## src/rtl/cmerge2_sync_cache_pkg.sv

```systemverilog
// Shared definitions for the two-way clocked merge in the cache control path.
package cmerge2_sync_cache_pkg;

    // Default flip-flop depth of each input synchronizer (2..4 are sensible).
    localparam int SYNC_STAGES_DEFAULT = 2;

    // Merge sequencing: wait for work, send one downstream event, wait for its
    // acknowledge, then hand the acknowledge back to the granted branch.
    typedef enum logic [1:0] {
        IDLE     = 2'd0,
        ISSUE    = 2'd1,
        WAIT_ACK = 2'd2,
        RELEASE  = 2'd3
    } state_t;

endpackage

```

## src/rtl/cmerge2_sync_cache_if.sv

```systemverilog
// Two-phase handshake bundle of the merge: two upstream branches and one
// downstream stage, plus status outputs.
interface cmerge2_sync_cache_if;
    logic i_drive0;
    logic i_drive1;
    logic i_freeNext;
    logic o_free0;
    logic o_free1;
    logic o_driveNext;
    logic o_fire;
    logic o_sel;
    logic o_busy;
    logic o_err;

    // The merge itself receives requests and the downstream acknowledge.
    modport slave (
        input  i_drive0, i_drive1, i_freeNext,
        output o_free0, o_free1, o_driveNext, o_fire, o_sel, o_busy, o_err
    );

    // The environment around the merge drives the toggle lines.
    modport master (
        output i_drive0, i_drive1, i_freeNext,
        input  o_free0, o_free1, o_driveNext, o_fire, o_sel, o_busy, o_err
    );
endinterface

```

## src/rtl/cmerge2_sync_cache_toggle_sync_edge.sv

```systemverilog
// Brings one asynchronous two-phase toggle line into the clk domain and turns
// every toggle into a single-cycle pulse.
module toggle_sync_edge
    import cmerge2_sync_cache_pkg::*;
#(
    parameter int STAGES = SYNC_STAGES_DEFAULT
) (
    input  logic clk,
    input  logic rst,
    input  logic toggle_in,
    output logic edge_pulse
);

    logic [STAGES-1:0] sync_q;
    logic              last_seen;

    // Shift the raw line through the synchronizer and remember the last
    // synchronized level so that a change is reported exactly once.
    always_ff @(posedge clk or posedge rst) begin
        if (rst) begin
            sync_q    <= '0;
            last_seen <= 1'b0;
        end else begin
            sync_q    <= {sync_q[STAGES-2:0], toggle_in};
            last_seen <= sync_q[STAGES-1];
        end
    end

    assign edge_pulse = sync_q[STAGES-1] ^ last_seen;

endmodule

```

## src/rtl/cmerge2_sync_cache.sv

```systemverilog
// Clocked 2-to-1 merge: forwards one upstream drive event at a time to the
// downstream stage and returns the downstream free to the granted branch only.
module cmerge2_sync_cache
    import cmerge2_sync_cache_pkg::*;
#(
    parameter int SYNC_STAGES = SYNC_STAGES_DEFAULT
) (
    input logic clk,
    input logic rst,
    cmerge2_sync_cache_if.slave bus
);

    logic       drive_edge0;
    logic       drive_edge1;
    logic       free_edge;
    state_t     state;
    state_t     state_next;
    logic       start_issue;
    logic       do_release;
    logic       winner;
    logic [1:0] pend;
    logic       prio;
    logic       drive_next_q;
    logic [1:0] free_q;
    logic       fire_q;
    logic       sel_q;
    logic       busy_q;
    logic       err_q;

    toggle_sync_edge #(.STAGES(SYNC_STAGES)) u_sync_drive0 (
        .clk        (clk),
        .rst        (rst),
        .toggle_in  (bus.i_drive0),
        .edge_pulse (drive_edge0)
    );

    toggle_sync_edge #(.STAGES(SYNC_STAGES)) u_sync_drive1 (
        .clk        (clk),
        .rst        (rst),
        .toggle_in  (bus.i_drive1),
        .edge_pulse (drive_edge1)
    );

    toggle_sync_edge #(.STAGES(SYNC_STAGES)) u_sync_free (
        .clk        (clk),
        .rst        (rst),
        .toggle_in  (bus.i_freeNext),
        .edge_pulse (free_edge)
    );

    // With both branches waiting the round-robin pointer decides; otherwise
    // the only waiting branch is chosen.
    assign winner = (pend == 2'b11) ? prio : pend[1];

    // Sequencer state register.
    always_ff @(posedge clk or posedge rst) begin
        if (rst) begin
            state <= IDLE;
        end else begin
            state <= state_next;
        end
    end

    // Next state and the two one-cycle actions (grant and hand-back).
    always_comb begin
        state_next  = state;
        start_issue = 1'b0;
        do_release  = 1'b0;
        case (state)
            IDLE: begin
                if (pend != 2'b00) begin
                    state_next  = ISSUE;
                    start_issue = 1'b1;
                end
            end
            ISSUE: begin
                state_next = WAIT_ACK;
            end
            WAIT_ACK: begin
                if (free_edge) begin
                    state_next = RELEASE;
                end
            end
            RELEASE: begin
                state_next = IDLE;
                do_release = 1'b1;
            end
            default: begin
                state_next = IDLE;
            end
        endcase
    end

    // Toggle the downstream request on grant and the granted branch's free on
    // release; track the grant, busy window and round-robin pointer.
    always_ff @(posedge clk or posedge rst) begin
        if (rst) begin
            drive_next_q <= 1'b0;
            free_q       <= 2'b00;
            fire_q       <= 1'b0;
            sel_q        <= 1'b0;
            busy_q       <= 1'b0;
            prio         <= 1'b0;
        end else begin
            fire_q <= start_issue;
            if (start_issue) begin
                drive_next_q <= ~drive_next_q;
                sel_q        <= winner;
                busy_q       <= 1'b1;
            end
            if (do_release) begin
                free_q[sel_q] <= ~free_q[sel_q];
                busy_q        <= 1'b0;
                prio          <= ~sel_q;
            end
        end
    end

    // A branch stays pending from its drive edge until its transfer is
    // released; a repeated edge while pending is dropped.
    always_ff @(posedge clk or posedge rst) begin
        if (rst) begin
            pend <= 2'b00;
        end else begin
            if (do_release && !sel_q) begin
                pend[0] <= 1'b0;
            end else if (drive_edge0 && !pend[0]) begin
                pend[0] <= 1'b1;
            end
            if (do_release && sel_q) begin
                pend[1] <= 1'b0;
            end else if (drive_edge1 && !pend[1]) begin
                pend[1] <= 1'b1;
            end
        end
    end

    // Sticky flag for double requests and acknowledges nobody waits for.
    always_ff @(posedge clk or posedge rst) begin
        if (rst) begin
            err_q <= 1'b0;
        end else if ((drive_edge0 && pend[0]) || (drive_edge1 && pend[1]) ||
                     (free_edge && (state != WAIT_ACK))) begin
            err_q <= 1'b1;
        end
    end

    assign bus.o_driveNext = drive_next_q;
    assign bus.o_free0     = free_q[0];
    assign bus.o_free1     = free_q[1];
    assign bus.o_fire      = fire_q;
    assign bus.o_sel       = sel_q;
    assign bus.o_busy      = busy_q;
    assign bus.o_err       = err_q;

endmodule

```

## src/flat_wrapper.sv

```systemverilog
// flat-port wrapper written by rule: the top's interface ports become plain ports
module cmerge2_sync_cache_flat import cmerge2_sync_cache_pkg::*;
#(
    parameter int SYNC_STAGES = SYNC_STAGES_DEFAULT
)
  (clk, rst, bus_i_drive0, bus_i_drive1, bus_i_freeNext, bus_o_free0, bus_o_free1, bus_o_driveNext, bus_o_fire, bus_o_sel, bus_o_busy, bus_o_err);
  cmerge2_sync_cache_if bus_i ();
  input logic clk;
  input logic rst;
  input wire logic [$bits(bus_i.i_drive0)-1:0] bus_i_drive0;
  input wire logic [$bits(bus_i.i_drive1)-1:0] bus_i_drive1;
  input wire logic [$bits(bus_i.i_freeNext)-1:0] bus_i_freeNext;
  output wire logic [$bits(bus_i.o_free0)-1:0] bus_o_free0;
  output wire logic [$bits(bus_i.o_free1)-1:0] bus_o_free1;
  output wire logic [$bits(bus_i.o_driveNext)-1:0] bus_o_driveNext;
  output wire logic [$bits(bus_i.o_fire)-1:0] bus_o_fire;
  output wire logic [$bits(bus_i.o_sel)-1:0] bus_o_sel;
  output wire logic [$bits(bus_i.o_busy)-1:0] bus_o_busy;
  output wire logic [$bits(bus_i.o_err)-1:0] bus_o_err;
  assign bus_i.i_drive0 = bus_i_drive0;
  assign bus_i.i_drive1 = bus_i_drive1;
  assign bus_i.i_freeNext = bus_i_freeNext;
  assign bus_o_free0 = bus_i.o_free0;
  assign bus_o_free1 = bus_i.o_free1;
  assign bus_o_driveNext = bus_i.o_driveNext;
  assign bus_o_fire = bus_i.o_fire;
  assign bus_o_sel = bus_i.o_sel;
  assign bus_o_busy = bus_i.o_busy;
  assign bus_o_err = bus_i.o_err;
  cmerge2_sync_cache #(.SYNC_STAGES(SYNC_STAGES)) u_core (.clk(clk), .rst(rst), .bus(bus_i));
endmodule
```

## config.mk

```make
export PLATFORM = sky130hd
export DESIGN_NAME = cmerge2_sync_cache_flat
export DESIGN_NICKNAME = d
export VERILOG_FILES = /design/src/rtl/cmerge2_sync_cache_pkg.sv /design/src/rtl/cmerge2_sync_cache_if.sv /design/src/rtl/cmerge2_sync_cache_toggle_sync_edge.sv /design/src/rtl/cmerge2_sync_cache.sv /design/src/flat_wrapper.sv
export SDC_FILE = /design/constraint.sdc
export NUM_CORES = 1
export LEC_CHECK = 0
export ABC_AREA = 0
export ABC_CLOCK_PERIOD_IN_PS = 1300
export BUFFER_PORTS_ARGS = -buffer_cell sky130_fd_sc_hd__buf_2
export CAP_MARGIN = 20
export CORE_UTILIZATION = 40
export DETAILED_ROUTE_END_ITERATION = 7
export SETUP_SLACK_MARGIN = 0.4
export SLEW_MARGIN = 20
export SYNTH_ARGS = -nofsm -noshare
export SYNTH_HDL_FRONTEND = slang
export SYNTH_SLANG_ARGS = --single-unit
```

## constraint.sdc

```tcl
create_clock -name clk -period 1.3 [get_ports clk]
set_input_delay 0.065 -clock clk [delete_from_list [all_inputs] [get_ports clk]]
set_output_delay 0.065 -clock clk [all_outputs]
set_load 0.005 [all_outputs]
```

==> impl_metrics.tcl <==
set metrics [dict create \
    synth_seq_cells 21 \
    max_slew_margin 0.837 \
    number_of_antenna_cells_inserted 0 \
    count_of_final_setup_violators 2 \
    cts_tree "yes" \
    critical_path.max_fanout 4 \
    grt_util_all_layers 0.151 \
    wirelength_um 1290 \
    floorplan.core_area_mm2 0.00176 \
    cp_cell_sequence "inv_2 > ha_4 > nor3b_4 > buf_4 > o32a_2" \
    routed_wire_length_per_instance_um 11.5 \
    r2r_end "u_core.state[0]$_DFFE_PP0P_" \
    detail_route.iter0.violations 2 \
    remaining_drc_errors 0 \
    route.vias.total 492 \
    root_buffer "sky130_fd_sc_hd__clkbuf_4" \
    floorplan.io_pins 12 \
    minimum_setup_slack_after_placement_ns -0.0570 \
    r2r_cells 5 \
    initial_core_util 0.435 \
    path_class "flip-flop to flip-flop" \
    layout.core_utilization 0.603 \
    cp.arrival_ns 1.58 \
    critical_path.endpoint_type "flip-flop" \
    cts.clk_slew.worst_paths_ns 0.12 \
    first_global_vias 463 \
    cts_buffers 3 \
    clock_latency_of_the_later_clocked_register_in_the_worst_skew_pair_ns 0.30 \
    clock_tree.htree_level_count 1 \
    required_ns 1.50 \
    wl_met2_um 628 \
    whs_ns 0.306 \
    post-synth-top-area-cell "sky130_fd_sc_hd__dfrtp_1" \
    nNetsFinal 97 \
    fin_ws_ns -0.0828 \
    grt_setup_unrepaired "yes" \
    max_stage_delay_ns 0.44 \
    port_buffers 11 \
    highest-signal-layer "met4" \
    post-synth-top-area-fraction 0.684 \
    die_y_um 45.8 \
    grt_pass1_wl_um 2060 \
    drt-pass1-iter-count 2 \
    antenna_violating_nets_post_route 0 \
    kind_of_launch_point_of_the_worst_setup_path "flip-flop" \
    grt_start_max_net_pins 22 \
    synth_seq_area_share 0.684 \
    grt_antenna_before_repair 0 \
    syn_to_final_growth_pct 38.4 \
    numClockSinks 21 \
    power_per_cell_area_mw_per_mm2 2140 \
    clock_path_buffers 2 \
    mapped_nets 62 \
    rows 15 \
    skew_ns 0.0111 \
    dieArea_mm2 0.00210 \
    worst_path_max_delay_cell "sky130_fd_sc_hd__dfrtp_1" \
    max_freq_mhz 723 \
    synth.cell_area_um2 768 \
    status "finished, violations left" \
    ff2ff_setup_slack_ns -0.08 \
    power.static_leakage_nw 0.511 \
    final_hold_viol_count 0 \
    die_width_um 45.8 \
    post-dp-hpwl_um 750 \
    period_share 1.06 \
    post_route_cells_drive_above_1_share 0.460 \
    gr-total-overflow 0 \
    filler_cell_count 159 \
    max-cap-violations 0 \
    failed_checks "negative setup slack" \
    gp_congestion 0.716 \
    yosys_warnings 0 \
    maximum_ir_drop_on_the_vdd_rail_mv 0.950 \
    finalWorstPathRequiredPeriod_ns 1.38 \
    synthTopCellsByArea "sky130_fd_sc_hd__dfrtp_1, sky130_fd_sc_hd__ha_1, sky130_fd_sc_hd__xnor2_1, sky130_fd_sc_hd__xor2_1, sky130_fd_sc_hd__inv_1" \
    syn_area_per_cell_um2 14.5 \
    detail_route.wirelength.met1_um 579 \
    totalNegativeSetupSlack_ns -0.147 \
    post_drt_via_cell_ratio 4.39 \
    critical_path.startpoint "u_core.state[1]$_DFFE_PP0P_" \
    hold_class "input pin to async pin" \
    worst_r2r_startpoint "u_core.state[1]$_DFFE_PP0P_" \
    routed-wl-met3_um 46 \
    synthCells 53 \
    tightest_slew_ns 0.242 \
    post_synth_num_cell_types 18 \
    slew_violations 0 \
]
cell families after synthesis:
| group | count (synthesis) | share of synthesized area |
|---|---|---|
| AOI/OAI and AO/OA | 10 | 0.0945 |
| xor gates and xnor gates | 6 | 0.0684 |
| adders and majority gates | 4 | 0.0651 |
| buffers and inverters | 4 | 0.0195 |
| DFF | 21 | 0.684 |
| muxes | 1 | 0.0195 |
| and+or+nand+nor | 7 | 0.0489 |
placed cells by master, fill, tap and decap left out, types with 2 or more instances in the layout:
| cell | n |
|---|---|
| sky130_fd_sc_hd__inv_2 | 2 |
| sky130_fd_sc_hd__o21a_1 | 2 |
| sky130_fd_sc_hd__a21oi_2 | 2 |
| sky130_fd_sc_hd__inv_1 | 2 |
| sky130_fd_sc_hd__nor2_1 | 2 |
| sky130_fd_sc_hd__buf_2 | 11 |
| sky130_fd_sc_hd__dfrtp_1 | 21 |
| sky130_fd_sc_hd__nand2_1 | 2 |
| sky130_fd_sc_hd__clkbuf_4 | 3 |
| sky130_fd_sc_hd__xnor2_1 | 3 |
| sky130_fd_sc_hd__xor2_1 | 3 |
| sky130_fd_sc_hd__dlygate4sd3_1 | 4 |
| sky130_fd_sc_hd__ha_1 | 3 |
| sky130_fd_sc_hd__buf_4 | 14 |
worst max-delay path: cells and delay by family, from the launching register on:
family	cells	cell delay [ns]
flops	1	0.44
compound gates	1	0.33
buf+inv	2	0.21
fa+ha+maj	1	0.15
simple gates	1	0.15
cell usage after synthesis (all sizes together):
| library cell | instances |
|---|---|
| o211ai | 1 |
| o21ai | 1 |
| mux2 | 1 |
| dfrtp | 21 |
| a21oi | 3 |
| inv | 4 |
| nand2 | 3 |
| xnor2 | 3 |
| ha | 4 |
| nand2b | 1 |
| nor3b | 1 |
| o21a | 3 |
| xor2 | 3 |
| nor2 | 2 |
| a31oi | 1 |
| o32a | 1 |
layout make-up:
| class | count | area (µm²) | share of cell area |
|---|---|---|---|
| Timing Repair Buffer | 30 | 211 | 0.199 |
| Sequential cell | 21 | 526 | 0.494 |
| Clock buffer | 3 | 22.5 | 0.0212 |
| Tap cell | 25 | 31.3 | 0.0294 |
| Multi-Input combinational cell | 28 | 253 | 0.238 |
| Inverter | 4 | 15.0 | 0.0141 |
| Clock inverter | 1 | 5.00 | 0.00471 |
layer usage:
layer  global-route usage  vias to the layer above
met5                    0                        -
met3               0.0476                        4
li1                     -                      242
met2                0.214                       14
met4                0.118                        0
met1                0.190                      232
report_power, final:
group / internal, W / total [W] / switching (W)
combinational: 0.000603 / 0.00101 / 0.000406
clock: 0.000115 / 0.000305 / 0.000190
sequential: 0.000837 / 0.000961 / 0.000124
total: 0.00155 / 0.00227 / 0.000720
worst max-delay path by stage:
stage	to	slack, ns	depth (start not counted)
finish	u_core.state[0]$_DFFE_PP0P_	-0.08	5
global route	u_core.state[1]$_DFFE_PP0P_	-0.12	5
CTS	u_core.state[1]$_DFFE_PP0P_	-0.05	5
detailed placement	u_core.state[1]$_DFFE_PP0P_	-0.06	5
global placement	u_core.state[1]$_DFFE_PP0P_	-0.03	5
floorplan	u_core.state[1]$_DFFE_PP0P_	-0.01	5
sequential cells by signal, indices dropped and copies added (netlist names):
signal                          flops
u_core.state                        2
u_core.pend                         2
u_core.bus.o_sel                    1
u_core.u_sync_drive0.sync_q         2
u_core.u_sync_drive1.sync_q         2
u_core.u_sync_drive0.last_seen      1
u_core.bus.o_err                    1
u_core.prio                         1
u_core.u_sync_drive1.last_seen      1
u_core.bus.o_busy                   1
u_core.u_sync_free.last_seen        1
u_core.free_q                       2
u_core.bus.o_fire                   1
u_core.u_sync_free.sync_q           2
u_core.bus.o_driveNext              1
timing repair:
item / in CTS / in global routing
setup buffers: 7 / 3
resized for setup: 5 / 0
endpoints found under the hold margin: 24 / 0
hold buffers: 4 / 0
setup endpoints to repair: 17 / 19
pin swaps: 1 / 0
metrics by stage:
step,cell area (µm²),total power (W),cells
floorplan,777,0.00142,53
global route,1060,0.00244,112
global placement,901,0.00167,94
detailed placement,901,0.00169,94
finish,1060,0.00227,112
CTS,1040,0.00222,109
Power figures use the tool's default switching activity.
